--- src/rtl/tx_shaping_filter.sv ---
// -----------------------------------------------------------------------------
// tx_shaping_filter
//
// Oversampled I/Q transmit pulse-shaping FIR. Binary symbols (0 -> +1,
// 1 -> -1) are held in per-rail shift registers; on each sample-rate enable a
// polyphase sum is formed by adding or subtracting the taps selected by the
// current phase. This makes the filter multiplier-free. The result is
// aligned, saturated and registered.
//
// Ports:
//   clk         - sole clock, rising edge
//   i_reset     - synchronous active-high reset
//   i_en        - sample-rate enable, one output sample per asserted cycle
//   i_symb_I/Q  - symbol bits (0 -> +1, 1 -> -1), consumed when o_symb_req
//   i_coef      - NUM_TAPS packed signed taps S(NBT_COEF,NBF_COEF), tap k at
//                 bits [(k+1)*NBT_COEF-1 : k*NBT_COEF], shared by both rails
//   o_symb_req  - combinational, high in the cycle a symbol is consumed
//   o_data_I/Q  - shaped samples S(NBT_OUT,NBF_OUT)
//   o_valid     - o_data_I/Q hold a new sample (2 clocks after i_en)
// -----------------------------------------------------------------------------
module tx_shaping_filter #(
  parameter  int OS       = 4,
  parameter  int NUM_SYMB = 6,
  parameter  int NBT_COEF = 8,
  parameter  int NBF_COEF = 7,
  parameter  int NBT_OUT  = 8,
  parameter  int NBF_OUT  = 7,
  localparam int NUM_TAPS = OS * NUM_SYMB
) (
  input  logic                               clk,
  input  logic                               i_reset,
  input  logic                               i_en,
  input  logic                               i_symb_I,
  input  logic                               i_symb_Q,
  input  logic [NUM_TAPS*NBT_COEF-1:0]       i_coef,
  output logic                               o_symb_req,
  output logic signed [NBT_OUT-1:0]          o_data_I,
  output logic signed [NBT_OUT-1:0]          o_data_Q,
  output logic                               o_valid
);

  localparam int ACC_W = NBT_COEF + $clog2(NUM_SYMB);
  localparam int PH_W  = (OS > 1) ? $clog2(OS) : 1;
  localparam int IDX_W = (NUM_TAPS > 1) ? $clog2(NUM_TAPS) : 1;
  // Fraction bits dropped to align the accumulator to the output format.
  localparam int DROP  = (NBF_COEF > NBF_OUT) ? (NBF_COEF - NBF_OUT) : 0;

  logic [PH_W-1:0]               phase_cnt_r;
  logic [PH_W-1:0]               p_r;
  logic                          v1_r;
  logic [NUM_SYMB-1:0]           sym_i_r;
  logic [NUM_SYMB-1:0]           sym_q_r;
  logic [NUM_SYMB-1:0]           vld_i_r;
  logic [NUM_SYMB-1:0]           vld_q_r;
  logic signed [NBT_COEF-1:0]    tap_a [NUM_TAPS];
  logic signed [ACC_W-1:0]       acc_i_s;
  logic signed [ACC_W-1:0]       acc_q_s;

  // Align to output fraction by truncation, then clamp to the output range.
  function automatic logic [NBT_OUT-1:0] sat_out(input logic signed [ACC_W-1:0] v);
    logic signed [ACC_W-1:0] a;
    logic [ACC_W-NBT_OUT:0]  hi_bits;
    a       = v >>> DROP;
    hi_bits = a[ACC_W-1:NBT_OUT-1];
    if ((&hi_bits) || !(|hi_bits)) begin
      sat_out = a[NBT_OUT-1:0];
    end else if (a[ACC_W-1]) begin
      sat_out = {1'b1, {(NBT_OUT-1){1'b0}}};
    end else begin
      sat_out = {1'b0, {(NBT_OUT-1){1'b1}}};
    end
  endfunction

  // Unpack the flat coefficient bus into an indexable tap array.
  for (genvar k = 0; k < NUM_TAPS; k++) begin : g_tap
    assign tap_a[k] = i_coef[k*NBT_COEF +: NBT_COEF];
  end

  assign o_symb_req = i_en & (phase_cnt_r == {PH_W{1'b0}}) & ~i_reset;

  // Phase counter: advances on every enabled sample, holds during gaps.
  always_ff @(posedge clk) begin
    if (i_reset) begin
      phase_cnt_r <= {PH_W{1'b0}};
    end else if (i_en) begin
      if (phase_cnt_r == PH_W'(OS - 1)) begin
        phase_cnt_r <= {PH_W{1'b0}};
      end else begin
        phase_cnt_r <= phase_cnt_r + PH_W'(1);
      end
    end else begin
      phase_cnt_r <= phase_cnt_r;
    end
  end

  // Symbol history: slot 0 takes the new symbol, the oldest slot falls off.
  always_ff @(posedge clk) begin
    if (i_reset) begin
      sym_i_r <= {NUM_SYMB{1'b0}};
      sym_q_r <= {NUM_SYMB{1'b0}};
      vld_i_r <= {NUM_SYMB{1'b0}};
      vld_q_r <= {NUM_SYMB{1'b0}};
    end else if (o_symb_req) begin
      for (int m = NUM_SYMB - 1; m > 0; m--) begin
        sym_i_r[m] <= sym_i_r[m-1];
        sym_q_r[m] <= sym_q_r[m-1];
        vld_i_r[m] <= vld_i_r[m-1];
        vld_q_r[m] <= vld_q_r[m-1];
      end
      sym_i_r[0] <= i_symb_I;
      sym_q_r[0] <= i_symb_Q;
      vld_i_r[0] <= 1'b1;
      vld_q_r[0] <= 1'b1;
    end else begin
      sym_i_r <= sym_i_r;
      sym_q_r <= sym_q_r;
      vld_i_r <= vld_i_r;
      vld_q_r <= vld_q_r;
    end
  end

  // Stage 1: remember which phase this sample belongs to.
  always_ff @(posedge clk) begin
    if (i_reset) begin
      p_r  <= {PH_W{1'b0}};
      v1_r <= 1'b0;
    end else if (i_en) begin
      p_r  <= phase_cnt_r;
      v1_r <= 1'b1;
    end else begin
      p_r  <= p_r;
      v1_r <= 1'b0;
    end
  end

  // Polyphase sum: each valid slot adds (+1) or subtracts (-1) its tap.
  always_comb begin
    logic [IDX_W-1:0]        idx;
    logic signed [ACC_W-1:0] tap_ext;
    acc_i_s = {ACC_W{1'b0}};
    acc_q_s = {ACC_W{1'b0}};
    idx     = {IDX_W{1'b0}};
    tap_ext = {ACC_W{1'b0}};
    for (int m = 0; m < NUM_SYMB; m++) begin
      idx     = IDX_W'(m * OS) + IDX_W'(p_r);
      tap_ext = ACC_W'(tap_a[idx]);
      if (vld_i_r[m] && sym_i_r[m]) begin
        acc_i_s = acc_i_s - tap_ext;
      end else if (vld_i_r[m]) begin
        acc_i_s = acc_i_s + tap_ext;
      end else begin
        acc_i_s = acc_i_s;
      end
      if (vld_q_r[m] && sym_q_r[m]) begin
        acc_q_s = acc_q_s - tap_ext;
      end else if (vld_q_r[m]) begin
        acc_q_s = acc_q_s + tap_ext;
      end else begin
        acc_q_s = acc_q_s;
      end
    end
  end

  // Stage 2: register the saturated sample; hold data when no new sample.
  always_ff @(posedge clk) begin
    if (i_reset) begin
      o_data_I <= {NBT_OUT{1'b0}};
      o_data_Q <= {NBT_OUT{1'b0}};
      o_valid  <= 1'b0;
    end else begin
      o_valid <= v1_r;
      if (v1_r) begin
        o_data_I <= sat_out(acc_i_s);
        o_data_Q <= sat_out(acc_q_s);
      end else begin
        o_data_I <= o_data_I;
        o_data_Q <= o_data_Q;
      end
    end
  end

endmodule

--- config.mk ---
export PLATFORM = sky130hd
export DESIGN_NAME = tx_shaping_filter
export DESIGN_NICKNAME = d
export VERILOG_FILES = /design/src/rtl/tx_shaping_filter.sv
export SDC_FILE = /design/constraint.sdc
export NUM_CORES = 1
export LEC_CHECK = 0
export ABC_AREA = 1
export CAP_MARGIN = 15
export CORE_MARGIN = 8
export CORE_UTILIZATION = 50
export CTS_BUF_LIST = sky130_fd_sc_hd__clkbuf_4
export CTS_CLUSTER_SIZE = 30
export DETAILED_ROUTE_END_ITERATION = 12
export GPL_ROUTABILITY_DRIVEN = 0
export GPL_TIMING_DRIVEN = 1
export PLACE_DENSITY = 0.75
export SLEW_MARGIN = 40
export SYNTH_ARGS = -nofsm -noshare
export SYNTH_HDL_FRONTEND = slang
export SYNTH_SLANG_ARGS = --single-unit
--- constraint.sdc ---
create_clock -name clk -period 11.5 [get_ports clk]
set_input_delay 1.725 -clock clk [delete_from_list [all_inputs] [get_ports clk]]
set_output_delay 1.725 -clock clk [all_outputs]
set_load 0.01 [all_outputs]
==> results.toml, run 1 <==
[die]
start_util = 0.504
io_pins = 215
die_x_um = 180
core_mm2 = 0.0267
die_area_mm2 = 0.0323
die_y_um = 180
rows = 60

[sta]
drv_slew = 0
worst_slack_ns = 1.00
fmax_mhz = 95.2
timing.final.crit_share = 0.913
slew_headroom = 0.414
rsz0062_at_grt = "false"
holdWs_ns = 0.494
tightest_slew_ns = 0.879
period_needed_ns = 10.50
hold_viol = 0
setup_viol = 0
fin_setup_tns_ns = 0
finalClockSkew_ns = 0.0244

[critical_path]
crit_required_ns = 11.76
crit_fanout = 7
cp_data_arrival_time_ns = 10.76
cp-start-kind = "primary input"
max_stage_delay_ns = 0.59
crit_top_cell = "inv_1"
cp-end-kind = "flop"
cp_slowest_cell = "o21ai_0"
crit_type = "primary input to flop"

[layout]
final_common_cell = "nand2_1"
fill_cells = 2594
drive_gt1_frac = 0.0821
syn2layout_area_growth_pct = 18.8
finalInstanceArea_mm2 = 0.0159
fin_nets = 2802
final_cell_mix = "nand2_1, inv_1, nor2_1"

[logic_synthesis]
yosysSeqAreaShare = 0.0597
synth_compound_area_frac = 0.240
synthXorXnorAreaFrac = 0.0555
synth_area_per_cell_um2 = 6.08
ys_types = 56
synth-adder-area-share = 0.215
ys_top_cells_by_area = "ha_1, nand2_1, inv_1, nor2_1, a21oi_1"
ys_ff_latch = 40
synth_top_family_by_area = "simple AND/OR/NAND/NOR gates"
yosysTopAreaCell = "ha_1"
synth_edf_count = 0
synth_cells = 2208
yosysWarningCount = 0
synth_ff_type = "dfxtp_1"
synthSimpleGateAreaFrac = 0.321
syn_area_mm2 = 0.0134
yosysTopAreaCellShare = 0.186
synth.area.mux_share = 0
synthesis.nets = 2624
ys_async_sr_fraction = 0

[clock_tree]
clk_latency_ns = 0.39
clk_path_buf_depth = 2
post_cts_resized = 0
tritoncts = "built"
numClockSinks = 40
cts_hold_buffers = 0
cts-buffers-inserted = 5
clk_pin_slew_ns = 0.14
clockRootBuffer = "clkbuf_4"
postCtsSetupBuffers = 0
cts_htree_levels = 2

[drt]
viasPerCell = 5.69
wirelength_um = 47300
ant_nets = 0
dr.pass1.iters = 6
wl_per_cell_um = 17.3
drcViolationCount = 0
vias = 15532
drt_iter0_markers = 1227

[power_and_ir_drop]
p_leak_nw = 7.96
ir_drop_uv = 51.5
totalPowerFinal_mw = 1.46
powerDensity_mw_per_mm2 = 91.7

[placement]
place_area_mm2 = 0.0159
preCtsSetupSlack_ns = 0.778
dp_hpwl_um = 40000
port_buffers = 214

[status]
status = "finished, final reports clean"

[global_route]
gr-total-overflow = 0
antenna_found_initial = 1
grt_max_degree = 69
grt_pass1_vias = 14624
grt_usage = 0.279
grt_pass1_wl_um = 75600

[hold_path]
hp-class = "flop to flop"

[run]
drv_cap = 0
==> worst max-delay path, delay by kind of cell <==
family	cells	cell delay, ns
AOI/OAI and AO/OA	14	3.51
adders and majority gates	6	2.14
and+or+nand+nor	17	1.42
buffers and inverters	11	1.31
xor gates and xnor gates	4	0.65
==> sequential cells by signal (all words and copies together), names as in the netlist, 2 cells and up <==
register and count:
o_data_I 8, sym_i_r 6, p_r 2, phase_cnt_r 2
sym_q_r 6, vld_i_r 6, o_data_Q 8
==> worst paths after layout <==
kind / start / endpoint / slack, ns / cells past startpoint
setup / recovery: i_coef[16] / o_data_Q[1] / 1.0 / 52
hold reg to reg: phase_cnt_r[0] / p_r[0] / 0.49 / 2
hold / removal: phase_cnt_r[0] / p_r[0] / 0.49 / 2
setup reg to reg: p_r[0] / o_data_I[3] / 1.68 / 56
==> final cells by class <==
class	count	area (µm²)	area share
Antenna cell	1	2.50	0.000157
Clock buffer	5	37.5	0.00235
Clock inverter	3	47.5	0.00298
Inverter	317	1190	0.0748
Multi-Input combinational cell	1790	11200	0.700
Sequential cell	40	802	0.0503
Tap cell	341	427	0.0268
Timing Repair Buffer	232	2270	0.143
==> metrics by stage <==
stage                     instances   util
after floorplan                2208      -
after global placement         2719  0.595
after detailed placement       2720  0.595
after CTS                      2728  0.598
after global routing           2729  0.598
final                          2729  0.598
==> metal layers <==
layer  wire (µm)  vias to the layer above  global-route usage
li1            -                     7686                   -
met3        3010                       74              0.0248
met2       22800                      597               0.495
met5           0                        -                   0
met1       20300                     7175               0.358
met4        1240                        0              0.0744
==> report_power, final <==
group          internal, mW  total [mW]  switching (mW)  leakage [nW]
registers             0.147       0.156         0.00980         0.328
clock network        0.0464      0.0981          0.0517        0.0454
logic                 0.455        1.21           0.753          7.59
==> synth_stat cells, types with 8 or more instances <==
cell        n
inv_1     303
a21oi_2     8
fa_1       20
nand4_1    12
or2_2     108
nand3b_1   14
o31ai_1    27
a22o_1      9
nor2_1    268
o311ai_0    8
ha_1      199
o211ai_1   18
clkbuf_1   45
nand3_2    18
nor3_1      9
o21ai_0   177
o22ai_1    14
dfxtp_1    40
nand3_1   108
buf_2       8
o21bai_1   22
a21oi_1   178
a32oi_1    33
xor2_1     79
nand2_1   388
nand2_2    13
o221ai_1    8
==> cell families after synthesis <==
logic type | Yosys count
buffers and inverters | 378
AOI/OAI and AO/OA | 531
DFF | 40
and+or+nand+nor | 955
xor gates and xnor gates | 85
adders and majority gates | 219
Note: power is estimated with default switching activity, not from simulation.
==> run 2, diff against run 1 <==
RECOVER_POWER = 100   (was unset)
==> run 2 against run 1 <==
Die area did not move. Critical path depth did not move. Total power fell by 0.21%. Sequential cell count did not move. Worst hold slack barely moved. Fmax fell by 1.0%. Non-clock buffer count did not move. Count of clock-buffer cells in the layout did not move. Final area fell by 0.17%. Clock power rose by 1%. First-iteration DRC count rose by 0.16%. Routed wire length barely moved. Critical path type unchanged. Largest cell class unchanged. Largest power group unchanged.
==> results.toml, run 2 (synthesized netlist as in run 1, its figures left out) <==
[status]
status = "finished, final reports clean"

[sta]
setup_viol = 0
finalClockSkew_ns = 0.0220
period_needed_ns = 10.61
fmax_mhz = 94.3
fin_setup_tns_ns = 0
tightest_slew_ns = 0.957
timing.final.crit_share = 0.922
slew_headroom = 0.362
drv_slew = 0
hold_viol = 0
rsz0062_at_grt = "false"

[layout]
top_regs = "o_data_I x8, o_data_Q x8"
drive_gt1_frac = 0.0783
final_common_cell = "nand2_1"
fin_nets = 2802
finalInstanceArea_mm2 = 0.0159
syn2layout_area_growth_pct = 18.6
final_cell_mix = "nand2_1, inv_1, nor2_1"

[power_and_ir_drop]
ir_drop_uv = 51.3
p_leak_nw = 8.01
powerDensity_mw_per_mm2 = 91.7

[critical_path]
r2r-start = "p_r[0]"
crit_top_cell = "inv_1"
max_stage_delay_ns = 0.59
cp_slowest_cell = "o21ai_0"
cp_data_arrival_time_ns = 10.87
crit_required_ns = 11.76
crit_fanout = 7
rr_worst_depth = 52
r2r-end = "o_data_Q[1]"
reg2reg_slack_ns = 1.62
worstPathBufferInverterCount = 11
crit_type = "primary input to flop"
cp_top_family = "compound AO/OA/AOI/OAI gates"
cp-start-kind = "primary input"
cp-end-kind = "flop"

[global_route]
grt_pass1_vias = 14624
grt_max_degree = 69
grt_pass1_wl_um = 75600
gr-total-overflow = 0
grt_usage = 0.279
antenna_found_initial = 1

[die]
core_mm2 = 0.0267
die_y_um = 180
io_pins = 215
rows = 60
die_x_um = 180
start_util = 0.504
die_area_mm2 = 0.0323

[clock_tree]
tritoncts = "built"
clk_path_buf_depth = 2
cts-buffers-inserted = 5
numClockSinks = 40
clk_pin_slew_ns = 0.14
cts_hold_buffers = 0
clockRootBuffer = "clkbuf_4"
cts_htree_levels = 2
clk_latency_ns = 0.39
postCtsSetupBuffers = 0
post_cts_resized = 0

[hold_path]
worst_hold_path.endpoint = "p_r[0]"
hp-class = "flop to flop"
hold_start = "phase_cnt_r[0]"
hold_depth = 2

[drt]
drt_iter0_markers = 1229
wirelength_um = 47300
viasPerCell = 5.65
vias = 15432
drcViolationCount = 0
wl_per_cell_um = 17.3
ant_nets = 0
dr.pass1.iters = 5

[run]
drv_cap = 0

[placement]
dp_hpwl_um = 40000
port_buffers = 214
place_area_mm2 = 0.0159
==> run 2: cell types whose count changed in the layout (fill, tap and decap cells not counted), sizes merged <==
cell / delta
clkdlybuf4s50: -20
dlygate4sd3: +20
==> run 2: worst max path at each step <==
| stage | start | endpoint | slack [ns] | cells after the start |
|---|---|---|---|---|
| finish | i_coef[16] | o_data_Q[1] | 0.89 | 52 |
| global route | i_coef[16] | o_data_I[3] | 0.16 | 51 |
| CTS | i_coef[16] | o_data_Q[1] | 1.18 | 46 |
| detailed placement | i_coef[16] | o_data_Q[1] | 0.78 | 46 |
| global placement | i_coef[24] | o_data_Q[3] | 0.96 | 45 |
| floorplan | i_coef[16] | o_data_I[0] | 2.14 | 49 |
==> run 2: cell type report <==
class                      count  area, µm²
fill                        2603      10700
multi-input combinational   1790      11100
clock inverter                 3       47.5
clock buffer                   5       37.5
antenna                        1       2.50
timing repair buffer         232       2270
tap                          341        427
inverter                     317       1190
sequential                    40        802
==> run 2: per-stage QoR <==
| step | setup slack (ns) | util | hold WS [ns] | power (mW) | instances |
|---|---|---|---|---|---|
| 6_report | 0.893 | 0.597 | 0.493 | 1.46 | 2729 |
| 5_1_grt | 0.158 | 0.597 | 0.531 | 1.61 | 2729 |
| 4_1_cts | 1.18 | 0.598 | 0.489 | 1.44 | 2728 |
| 3_5_place_dp | 0.778 | 0.595 | 0.485 | 1.34 | 2720 |
| 3_3_place_gp | 0.956 | 0.595 | 0.476 | 1.31 | 2719 |
| 2_1_floorplan | 2.14 | - | 0.459 | 1.02 | 2208 |
==> run 2: where the power goes <==
| group | total [mW] | leakage (nW) | internal (mW) | switching (mW) |
|---|---|---|---|---|
| sequential | 0.156 | 0.328 | 0.147 | 0.00959 |
| clock | 0.0992 | 0.0454 | 0.0464 | 0.0528 |
| combinational | 1.20 | 7.64 | 0.453 | 0.752 |
==> run 2: metal layers <==
layer / vias to the layer above / part of all wire / GRT usage / routed length [µm]
met5: - / 0 / 0 / 0
met4: 0 / 0.026 / 0.0744 / 1210
met3: 67 / 0.058 / 0.0248 / 2770
met2: 524 / 0.48 / 0.495 / 22800
met1: 7159 / 0.43 / 0.358 / 20500
li1: 7682 / - / - / -
==> run 2: worst register-to-register path: cells and delay by family, from the launching register on <==
family	cells	cell delay (ns)
adders and majority gates	6	2.13
buffers and inverters	11	1.36
DFF	1	0.51
AOI/OAI and AO/OA	14	3.67
xor gates and xnor gates	4	0.66
and+or+nand+nor	17	1.48
